[src/rtl/fpsr_pkg.sv]
// Shared constants for the fpsr board I/O front end: segment decode table,
// blank pattern and default cycle counts for a 100 MHz board clock.
package fpsr_pkg;

    localparam logic [6:0] SEG_BLANK = 7'b1111111;

    localparam int DEB_10MS  = 1_000_000;
    localparam int TICK_5S   = 500_000_000;
    localparam int SCAN_1KHZ = 100_000;

    // Active-low {Ca..Cg}; listed from F down to 0 so HEX_SEG[n] is digit n.
    localparam logic [15:0][6:0] HEX_SEG = {
        7'b0111000, 7'b0110000, 7'b1000010, 7'b0110001,
        7'b1100000, 7'b0001000, 7'b0000100, 7'b0000000,
        7'b0001111, 7'b0100000, 7'b0100100, 7'b1001100,
        7'b0000110, 7'b0010010, 7'b1001111, 7'b0000001
    };

    function automatic logic [6:0] hex_to_seg(input logic [3:0] nib);
        return HEX_SEG[nib];
    endfunction

endpackage

[src/rtl/fpsr_debounce.sv]
// One button channel: two-flop synchroniser, stability counter, debounced
// level and a single-cycle pulse on each accepted rising edge.
module fpsr_debounce
    import fpsr_pkg::*;
#(
    parameter int DEB_CYCLES = DEB_10MS
) (
    input  logic Clk,
    input  logic Reset,
    input  logic btn_raw,
    output logic btn_level,
    output logic btn_pulse
);

    localparam int CW = $clog2(DEB_CYCLES);
    localparam logic [CW-1:0] CNT_LAST = CW'(DEB_CYCLES - 1);

    logic          sync_p0;
    logic          sync_p1;
    logic [CW-1:0] cnt;

    always_ff @(posedge Clk or negedge Reset) begin
        if (!Reset) begin
            sync_p0   <= 1'b0;
            sync_p1   <= 1'b0;
            cnt       <= '0;
            btn_level <= 1'b0;
            btn_pulse <= 1'b0;
        end else begin
            sync_p0   <= btn_raw;
            sync_p1   <= sync_p0;
            btn_pulse <= 1'b0;
            // Any return to the accepted level restarts the stability count.
            if (sync_p1 == btn_level) begin
                cnt <= '0;
            end else if (cnt == CNT_LAST) begin
                cnt       <= '0;
                btn_level <= sync_p1;
                btn_pulse <= sync_p1;
            end else begin
                cnt <= cnt + CW'(1);
            end
        end
    end

endmodule

[src/rtl/fpsr_io_ctrl.sv]
// Board I/O front end for the fpsr game: debounced buttons, pausable game
// tick timer and a registered multiplexed seven-segment scanner.
module fpsr_io_ctrl
    import fpsr_pkg::*;
#(
    parameter int NUM_BTN     = 5,
    parameter int DEB_CYCLES  = DEB_10MS,
    parameter int TICK_CYCLES = TICK_5S,
    parameter int TICK_W      = 8,
    parameter int NUM_DIGITS  = 8,
    parameter int SCAN_CYCLES = SCAN_1KHZ
) (
    input  logic                    Clk,
    input  logic                    Reset,
    input  logic [NUM_BTN-1:0]      btn_raw,
    output logic [NUM_BTN-1:0]      btn_level,
    output logic [NUM_BTN-1:0]      btn_pulse,
    input  logic                    tick_en,
    input  logic                    tick_clr,
    output logic                    tick,
    output logic [TICK_W-1:0]       tick_cnt,
    input  logic [4*NUM_DIGITS-1:0] ssd_data,
    input  logic [NUM_DIGITS-1:0]   ssd_dp,
    input  logic [NUM_DIGITS-1:0]   ssd_blank,
    output logic [NUM_DIGITS-1:0]   an,
    output logic [6:0]              seg,
    output logic                    dp
);

    localparam int PW = $clog2(TICK_CYCLES);
    localparam int SW = (SCAN_CYCLES > 1) ? $clog2(SCAN_CYCLES) : 1;
    localparam int DW = (NUM_DIGITS > 1) ? $clog2(NUM_DIGITS) : 1;
    localparam logic [PW-1:0] PRE_LAST  = PW'(TICK_CYCLES - 1);
    localparam logic [SW-1:0] SCAN_LAST = SW'(SCAN_CYCLES - 1);
    localparam logic [DW-1:0] DIG_LAST  = DW'(NUM_DIGITS - 1);

    for (genvar i = 0; i < NUM_BTN; i++) begin : g_btn
        fpsr_debounce #(
            .DEB_CYCLES(DEB_CYCLES)
        ) u_deb (
            .Clk      (Clk),
            .Reset    (Reset),
            .btn_raw  (btn_raw[i]),
            .btn_level(btn_level[i]),
            .btn_pulse(btn_pulse[i])
        );
    end

    logic [PW-1:0] pre;

    // Prescaler holds while tick_en is low, so a pause loses no elapsed time.
    always_ff @(posedge Clk or negedge Reset) begin
        if (!Reset) begin
            pre      <= '0;
            tick     <= 1'b0;
            tick_cnt <= '0;
        end else if (tick_clr) begin
            pre      <= '0;
            tick     <= 1'b0;
            tick_cnt <= '0;
        end else if (tick_en) begin
            if (pre == PRE_LAST) begin
                pre      <= '0;
                tick     <= 1'b1;
                tick_cnt <= tick_cnt + TICK_W'(1);
            end else begin
                pre  <= pre + PW'(1);
                tick <= 1'b0;
            end
        end else begin
            tick <= 1'b0;
        end
    end

    logic [SW-1:0]         scan_cnt;
    logic [DW-1:0]         dig;
    logic [3:0]            nib;
    logic [NUM_DIGITS-1:0] an_nxt;
    logic [6:0]            seg_nxt;
    logic                  dp_nxt;

    always_comb begin
        an_nxt  = '1;
        seg_nxt = SEG_BLANK;
        dp_nxt  = 1'b1;
        nib     = ssd_data[{dig, 2'b00} +: 4];
        if (!ssd_blank[dig]) begin
            an_nxt[dig] = 1'b0;
            seg_nxt     = hex_to_seg(nib);
            dp_nxt      = ~ssd_dp[dig];
        end
    end

    // Anode and cathodes share one register stage so they switch together.
    always_ff @(posedge Clk or negedge Reset) begin
        if (!Reset) begin
            scan_cnt <= '0;
            dig      <= '0;
            an       <= '1;
            seg      <= SEG_BLANK;
            dp       <= 1'b1;
        end else begin
            an  <= an_nxt;
            seg <= seg_nxt;
            dp  <= dp_nxt;
            if (scan_cnt == SCAN_LAST) begin
                scan_cnt <= '0;
                dig      <= (dig == DIG_LAST) ? '0 : dig + DW'(1);
            end else begin
                scan_cnt <= scan_cnt + SW'(1);
            end
        end
    end

endmodule

[config.mk]
export PLATFORM = sky130hd
export DESIGN_NAME = fpsr_io_ctrl
export DESIGN_NICKNAME = d
export VERILOG_FILES = /design/src/rtl/fpsr_pkg.sv /design/src/rtl/fpsr_debounce.sv /design/src/rtl/fpsr_io_ctrl.sv
export SDC_FILE = /design/constraint.sdc
export NUM_CORES = 1
export LEC_CHECK = 0
export ABC_AREA = 1
export CORE_UTILIZATION = 55
export DETAILED_ROUTE_END_ITERATION = 8
export PLACE_DENSITY_LB_ADDON = 0.15
export SLEW_MARGIN = 30
export SYNTH_ARGS = -nofsm -noshare
export SYNTH_HDL_FRONTEND = slang
export SYNTH_SLANG_ARGS = --single-unit
[constraint.sdc]
create_clock -name Clk -period 2.5 [get_ports Clk]
set_input_delay 0.25 -clock Clk [delete_from_list [all_inputs] [get_ports Clk]]
set_output_delay 0.25 -clock Clk [all_outputs]
set_load 0.03 [all_outputs]
==> out/results.ini, run 1 <==
[synthesis]
netlist_instances=1409
synth_flop_cell=dfrtp_1
synth_area_mm2=0.0107
synth_seq_area_share=0.455
synth_cell_type_count=43
async_flop_share=1.00
ys_ff_latch=194
yosys_warnings=0
synth-edff-count=0
postSynthAreaPerCell_um2=7.61
synth_nets=1482

[worst_hold_path]
holdPathStages=1
min_path_type=input pin to register

[setup_path]
cp_max_fo=20
cp.depth=8
cp_top_family=compound AO/OA/AOI/OAI gates
worstPathArrival_ns=2.41
slowest_delay_ns=0.71
end_kind=register
worst-path-buf-inv=1
critPathRequiredTime_ns=2.77
critPathLaunchType=register
critPathKind=register to register
rrSetupSlack_ns=0.36
critPathSlowestCell=o21ai_2
rr_worst_depth=8
worstPathCellList=ha_1 > inv_1 > nor2_4 > nand2_4 > nor2_2 > nand2_2 > o21ai_2 > nor3_1

[finish]
drive_gt1_frac=0.0727
final_nets=1574
fill_cells=1631
utilization=0.660
final_common_cell=nand2_1
seq_area_mm2=0.00487
final_cell_mix=337 x nand2_1, 218 x nor2_1, 181 x inv_1
syn_to_final_growth_pct=16.2
n_antenna_cell=0
final_area_mm2=0.0125
multiInputGateArea_mm2=0.00493

[outcome]
status=finished clean

[pwr]
total_power_uw=6490
p_leak_uw=0.00570
powerDensity_mw_per_mm2=521
peakVddDrop_v=0.000418

[placed_design]
dp.final_hpwl_um=16200
portBuffers=91
placed_area_mm2=0.0118
place_congestion=0.911

[sta]
finalHoldViolations=0
worst_pin_slew_ns=0.905
max_freq_mhz=466
tns_ns=0
finalMaxSlewViolations=0
rsz0062_at_grt=no
slew_headroom=0.397
finalSetupViolCount=0
fin_crit_ns=2.14
finalCritPeriodShare=0.858
final.setup_skew_ns=0.00907

[floorplan]
rows=50
initial_core_util=0.568
dieArea_mm2=0.0201
core_area_mm2=0.0189
die-height_um=142
fp.dieW_um=142
pin_count=92

[route]
drt_iter0_drc=543
via_per_inst=5.14
firstDrtPassIters=5
wl_per_cell_um=12.4
vias=9118
drc=0
drtAntennaViolNets=0
drt_wl_total_um=22000

[cts]
cts-root-buf=clkbuf_16
cts.sinks=194
insertion_delay_ns=0.43
clock_path_buffers=2
cts-buffers-inserted=17
path_clk_slew_ns=0.07
h-tree-depth=4
cts_tree=built
post-cts-setup-buffer-count=0

[grt]
grt.overflow.total=0
grt_pass1_wl_um=38700
grt_start_max_net_pins=63
grt_usage=0.237
grt_pass1_vias=8620
antenna_found_initial=0

[run]
maxCapViolCount=0

## cell usage after synthesis (all sizes together) (2+ instances only)
library cell | count | area share
nand3b | 4 | 0.0040
nor4 | 10 | 0.0058
dfstp | 16 | 0.039
xnor2 | 12 | 0.0098
a31oi | 2 | 0.0012
nor3 | 63 | 0.032
xor2 | 46 | 0.038
a22oi | 2 | 0.0014
o21bai | 2 | 0.0014
dfrtp | 178 | 0.42
nand2 | 348 | 0.13
a21o | 2 | 0.0014
nor3b | 4 | 0.0028
buf | 25 | 0.019
or2 | 5 | 0.0029
nand4 | 47 | 0.027
a21oi | 50 | 0.023
nor2 | 234 | 0.088
o21ai | 40 | 0.021
o22ai | 2 | 0.0012
clkinv | 2 | 0.00070
nand3 | 106 | 0.051
inv | 187 | 0.066
ha | 16 | 0.019
clkbuf | 2 | 0.00082
## registers in the layout (all words and copies together) (netlist names)
| register | flops |
|---|---|
| g_btn.u_deb.cnt | 100 |
| g_btn.u_deb.btn_pulse | 5 |
| tick_cnt | 8 |
| seg | 7 |
| g_btn.u_deb.btn_level | 5 |
| dig | 3 |
| scan_cnt | 17 |
| g_btn.u_deb.sync_p1 | 5 |
| pre | 29 |
| g_btn.u_deb.sync_p0 | 5 |
| an | 8 |
| dp | 1 |
| tick | 1 |
## cells by family after synthesis
| group | after synthesis | synth area share |
|---|---|---|
| adder cells (fa/ha/maj) | 16 | 0.0187 |
| flip-flops | 194 | 0.455 |
| AO/OA/AOI/OAI | 103 | 0.0527 |
| AND/OR/NAND/NOR | 822 | 0.341 |
| XOR/XNOR | 58 | 0.0474 |
| buffers and inverters | 216 | 0.0858 |
## metal layers
layer	vias to the layer above	routed length [µm]	track usage
li1	4666	-	-
met1	4216	10200	0.311
met2	214	10200	0.388
met3	22	1260	0.0601
met4	0	260	0.0685
met5	-	0	0
## metrics by stage
step | std cells | hold WS, ns | setup WS, ns
after floorplan | 1409 | -0.0456 | 0.685
after global placement | 1741 | 0.225 | 0.444
after detailed placement | 1741 | 0.223 | 0.364
after CTS | 1773 | 0.243 | 0.335
after global routing | 1773 | 0.246 | 0.151
final | 1773 | 0.259 | 0.355
## path summary, 6_finish.rpt
path | start | to
worst max register to register | pre[1] | pre[4]
worst max-delay path | pre[1] | pre[4]
worst min-delay path | btn_raw[3] | g_btn[3].u_deb.sync_p0
min in group asynchronous | Reset | g_btn[3].u_deb.cnt[2]
max in group asynchronous | Reset | g_btn[0].u_deb.cnt[4]
worst min register to register | g_btn[2].u_deb.sync_p0 | g_btn[2].u_deb.sync_p1
## final cells by class
class | count | share of cell area
clock buffer | 18 | 0.0344
clock inverter | 13 | 0.0148
multi-input combinational | 999 | 0.395
tap | 260 | 0.0261
sequential | 194 | 0.391
inverter | 189 | 0.0571
timing repair buffer | 100 | 0.0810
## repair_timing
action / CTS / global route
endpoints found under the hold margin: 43 / 0
gates resized for setup: 0 / 0
hold buffers: 1 / 0
endpoints found under the setup margin: 0 / 0
## power breakdown
| group | internal (µW) | switching (µW) | leakage, µW | total [µW] |
|---|---|---|---|---|
| Combinational | 181 | 250 | 0.00280 | 431 |
| Clock | 1670 | 1160 | 0.000293 | 2830 |
| Sequential | 3190 | 34.0 | 0.00260 | 3230 |
| Total | 5050 | 1450 | 0.00570 | 6490 |
Power figures use the tool's default switching activity.
==> run 2: changes to the inputs <==
Settings changed: GPL_ROUTABILITY_DRIVEN set to 0.
==> results of run 2 <==
The final DEF is identical to that of run 1; final timing and power are the same.
